**config.mk**
```make
export PLATFORM = sky130hd
export DESIGN_NAME = oam_dma
export DESIGN_NICKNAME = d
export VERILOG_FILES = /design/src/rtl/oam_dma.sv
export SDC_FILE = /design/constraint.sdc
export NUM_CORES = 1
export LEC_CHECK = 0
export ABC_AREA = 1
export BUFFER_PORTS_ARGS = -buffer_cell sky130_fd_sc_hd__buf_2
export CELL_PAD_IN_SITES_DETAIL_PLACEMENT = 0
export CELL_PAD_IN_SITES_GLOBAL_PLACEMENT = 1
export CORE_MARGIN = 2
export CORE_UTILIZATION = 40
export CTS_CLUSTER_DIAMETER = 200
export DETAILED_ROUTE_END_ITERATION = 7
export GPL_TIMING_DRIVEN = 0
export PLACE_DENSITY_LB_ADDON = 0.1
export REMOVE_ABC_BUFFERS = 1
export SYNTH_ARGS = -nofsm -noshare
export SYNTH_HDL_FRONTEND = slang
export SYNTH_SLANG_ARGS = --single-unit
```
**constraint.sdc**
```tcl
create_clock -name clk -period 4.46 [get_ports clk]
set_input_delay 1.115 -clock clk [delete_from_list [all_inputs] [get_ports clk]]
set_output_delay 1.115 -clock clk [all_outputs]
set_load 0.1 [all_outputs]
```
**src/rtl/oam_dma.sv**
```systemverilog
// OAM DMA engine: copies LENGTH bytes from {src_hi, 8'h00} into OAM when FF46 is written.
// Define DMA_BUS_CONFLICT_EN to add the cpu_bus_block output.
module oam_dma #(
    parameter int LENGTH      = 160,
    parameter int START_DELAY = 1
) (
    input  logic        clk,
    input  logic        rst,
    input  logic        reg_we,
    input  logic [7:0]  reg_wdata,
    output logic [7:0]  reg_rdata,
    output logic        busy,
    output logic        bus_req,
    output logic [15:0] bus_addr,
    input  logic [7:0]  bus_data,
    output logic        oam_we,
    output logic [7:0]  oam_addr,
    output logic [7:0]  oam_wdata
`ifdef DMA_BUS_CONFLICT_EN
    ,
    output logic        cpu_bus_block
`endif
);

    localparam logic [1:0] IDLE  = 2'd0;
    localparam logic [1:0] DELAY = 2'd1;
    localparam logic [1:0] XFER  = 2'd2;
    localparam logic [1:0] DRAIN = 2'd3;

    localparam logic [8:0] LEN      = 9'(LENGTH);
    localparam logic [3:0] DLY_LAST = 4'((START_DELAY == 0) ? 0 : START_DELAY - 1);

    logic [1:0] state, state_nxt;
    logic [8:0] idx, idx_nxt;
    logic [3:0] cnt, cnt_nxt;
    logic [7:0] src_hi, src_fold;
    logic       issue;
    logic [7:0] issue_src;
    logic [7:0] issue_idx;

    // Echo RAM (E000-FFFF) mirrors work RAM at C000-DFFF.
    assign src_fold  = (reg_wdata >= 8'hE0) ? (reg_wdata & 8'hDF) : reg_wdata;
    assign oam_wdata = bus_data;

    // idx is the next index to read; XFER with idx == LENGTH is the cycle
    // in which the last read is on the bus and no new read is issued.
    always_comb begin
        state_nxt = state;
        idx_nxt   = idx;
        cnt_nxt   = cnt;
        issue     = 1'b0;
        issue_src = src_hi;
        issue_idx = idx[7:0];
        if (reg_we) begin
            cnt_nxt = 4'd0;
            if (START_DELAY == 0) begin
                issue     = 1'b1;
                issue_src = src_fold;
                issue_idx = 8'd0;
                idx_nxt   = 9'd1;
                state_nxt = XFER;
            end else begin
                idx_nxt   = 9'd0;
                state_nxt = DELAY;
            end
        end else begin
            case (state)
                DELAY: begin
                    if (cnt == DLY_LAST) begin
                        issue     = 1'b1;
                        issue_idx = 8'd0;
                        idx_nxt   = 9'd1;
                        state_nxt = XFER;
                    end else begin
                        cnt_nxt = cnt + 4'd1;
                    end
                end
                XFER: begin
                    if (idx < LEN) begin
                        issue   = 1'b1;
                        idx_nxt = idx + 9'd1;
                    end else begin
                        state_nxt = DRAIN;
                    end
                end
                DRAIN:   state_nxt = IDLE;
                default: state_nxt = IDLE;
            endcase
        end
    end

    always_ff @(posedge clk) begin
        if (rst) begin
            state     <= IDLE;
            idx       <= 9'd0;
            cnt       <= 4'd0;
            src_hi    <= 8'h00;
            reg_rdata <= 8'h00;
            busy      <= 1'b0;
            bus_req   <= 1'b0;
            bus_addr  <= 16'h0000;
            oam_we    <= 1'b0;
            oam_addr  <= 8'h00;
        end else begin
            state <= state_nxt;
            idx   <= idx_nxt;
            cnt   <= cnt_nxt;
            busy  <= (state_nxt != IDLE);
            if (reg_we) begin
                reg_rdata <= reg_wdata;
                src_hi    <= src_fold;
            end
            bus_req <= issue;
            if (issue)
                bus_addr <= {issue_src, issue_idx};
            // Write lags the read by one cycle; a read in flight at restart still lands.
            oam_we <= bus_req;
            if (bus_req)
                oam_addr <= bus_addr[7:0];
        end
    end

`ifdef DMA_BUS_CONFLICT_EN
    always_ff @(posedge clk) begin
        if (rst)
            cpu_bus_block <= 1'b0;
        else
            cpu_bus_block <= (state_nxt != IDLE);
    end
`endif

endmodule

```
==> results_dict.tcl <==
set metrics [dict create \
    status "completed" \
    ctsResizeCount 0 \
    whs_ps 465 \
    die_area_um2 6220 \
    cts_tree "yes" \
    avgSynthCellArea_um2 7.73 \
    slew_headroom 0.411 \
    placedCellCount 385 \
    die_w_um 78.9 \
    p_seq_frac 0.522 \
    syn_area_um2 2240 \
    synth_warnings 0 \
    async_flop_share 0 \
    dp_slack_ps 1910 \
    insertion_delay_ps 310 \
    path_cells "buf_2" \
    pwr-share-clk 0.373 \
    dp_hpwl_um 3380 \
    htree_levels 2 \
    place_congestion 0.712 \
    crit_family "flip-flops" \
    max_freq_mhz 413 \
    area_growth_pct 12.4 \
    design_area_um2 2520 \
    drc 0 \
    yosysUniqueCellTypes 30 \
    post-cts-setup-buffer-count 0 \
    viasPerCell 4.80 \
    grt_pass1_vias 1712 \
    netlist_instances 290 \
    track_usage 0.162 \
    synth_seq_cells 51 \
    drive_gt1_frac 0.227 \
    wire_per_inst_um 12.2 \
    power_frac_comb 0.106 \
    core_um2 5470 \
    grt_pass1_wl_um 8020 \
    crit_type "reg -> out" \
    worstMarginPinSlew_ps 880 \
    synth_edf_count 0 \
    fill_cells 605 \
    worstSetupStartpointType "flip-flop" \
    reg2reg_to "bus_addr[7]" \
    cts_hold_buf 0 \
    die_height_um 78.9 \
    cellPowerDensity_nw_per_um2 356 \
    routed_wl_um 4790 \
    min_from "bus_addr[9]" \
    maxCapViolCount 0 \
    r2r-start "state[0]" \
    clock_path_buffers 2 \
    drt_first_pass_iters 4 \
    tns_ps 0 \
    power_leakage_nw 1.17 \
    vias 1885 \
    critPathCaptureType "primary output" \
    ys_seq_area_frac 0.456 \
    hold_viol 0 \
    cp_max_fo 10 \
    setup_violations 0 \
    p_int_uw 650 \
    power.switching_uw 247 \
    port_buffers 45 \
    antenna_found_initial 0 \
    fin_ws_ps 2040 \
    root_buffer "clkbuf_8" \
    fin_nets 345 \
    maxSlewViolCount 0 \
    hold_path.class "reg -> reg" \
    slowest_stage "dfxtp_1" \
    rsz0062_at_grt "no" \
    ios 62 \
    place_area_um2 2400 \
    swShare 0.276 \
    cts.sinks 51 \
    overflow 0 \
    min_period_ps 2420 \
    drt_iter0_markers 59 \
    start_util 0.409 \
    fin_skew_ps 9.32 \
    r2r_setup_slack_ps 2490 \
    path_clk_slew_ps 100 \
    synth_flop_cell "dfxtp_1" \
    rows 27 \
    slowest_delay_ps 500 \
    ir_drop_uv 203 \
    fin_cells 393 \
    diodes 0 \
    worstPathArrival_ps 1310 \
    period_share 0.543 \
    whs_path_depth 2 \
    cts_buffers 5 \
    ff2ff_path_depth 5 \
    grt_max_degree 20 \
    min_to "bus_addr[9]" \
    antenna_left 0 \
    cp.required_ps 3350 \
    cp_num_buf_inv 1 \
]
[power by group through the flow]
stage / Clock [mW] / Sequential, mW / Combinational, mW
after floorplan: 0 / 0.525 / 0.0271
after global placement: 0 / 0.479 / 0.0954
after detailed placement: 0 / 0.479 / 0.0955
after CTS: 0.349 / 0.468 / 0.0957
after global routing: 0.368 / 0.469 / 0.102
final: 0.334 / 0.468 / 0.0947
[kinds of logic (layout without fill, tap and decap cells)]
family | after synthesis | after routing | share of synthesized area
AND/OR/NAND/NOR | 148 | 148 | 0.301
flip-flops | 51 | 51 | 0.456
buffers and inverters | 45 | 76 | 0.108
AO/OA/AOI/OAI | 40 | 40 | 0.101
adder cells (fa/ha/maj) | 6 | 6 | 0.0335
[through the flow]
stage	util	power, mW
floorplan	-	0.552
global placement	0.439	0.574
detailed placement	0.439	0.574
CTS	0.460	0.913
global route	0.460	0.939
finish	0.460	0.897
[metal layers]
| metal | GRT usage | up-vias | routed length (um) |
|---|---|---|---|
| met5 | 0 | - | 0 |
| met4 | 0.0517 | 0 | 66 |
| met3 | 0.0500 | 6 | 213 |
| met2 | 0.266 | 41 | 2200 |
| met1 | 0.205 | 853 | 2310 |
| li1 | - | 985 | - |
[worst min-delay path, cell delays in order (launching register included)]
cell and delay (ps):
dfxtp_1 320, nand2_1 60, a21oi_1 50
[state kept, by name, summed over array words and instances, names as in the netlist]
register,count
bus_req,1
oam_addr,8
bus_addr,16
state,2
busy,1
idx,9
issue_src,1
cnt,4
reg_rdata,8
oam_we,1
[cell usage after synthesis, types with 4 or more instances]
cell	count	share of area
a21oi_1	14	0.031
buf_4	16	0.054
dfxtp_1	51	0.46
ha_1	6	0.033
inv_1	17	0.028
nand2_1	73	0.12
nand2_2	4	0.011
nand3_1	26	0.058
nand4_1	4	0.011
nor2_1	29	0.049
o21ai_0	10	0.022
o21ai_1	8	0.018
[how the worst max path moves through the flow]
stage                     start  depth (start not counted)           end
finish                  bus_req                          1       bus_req
global placement            rst                          4        cnt[0]
floorplan           bus_data[0]                          0  oam_wdata[0]
global route            bus_req                          1       bus_req
CTS                     bus_req                          1       bus_req
detailed placement          rst                          4        cnt[0]
[layout make-up]
cell class / count / area, um2 / share of cell area
flip-flops and latches: 51 / 1020 / 0.405
multi-input cells: 194 / 977 / 0.388
repair buffers: 45 / 225 / 0.0894
well taps: 72 / 90.1 / 0.0358
inverters: 23 / 88.8 / 0.0353
clock buffers: 5 / 68.8 / 0.0273
clock inverters: 3 / 47.5 / 0.0189
[cells in the final DEF (no fill, tap or decap), drive strengths merged]
cell type  instances
nand2             79
a21oi             17
dfxtp             51
nor3               3
nor2              31
clkinv             3
a22o               1
o21bai             2
bufinv             1
clkbuf             5
nand4              6
inv               22
a32o               1
o21ai             18
a31oi              1
nand3             29
ha                 6
buf               45
No activity file was read; power rests on OpenSTA's default activity.
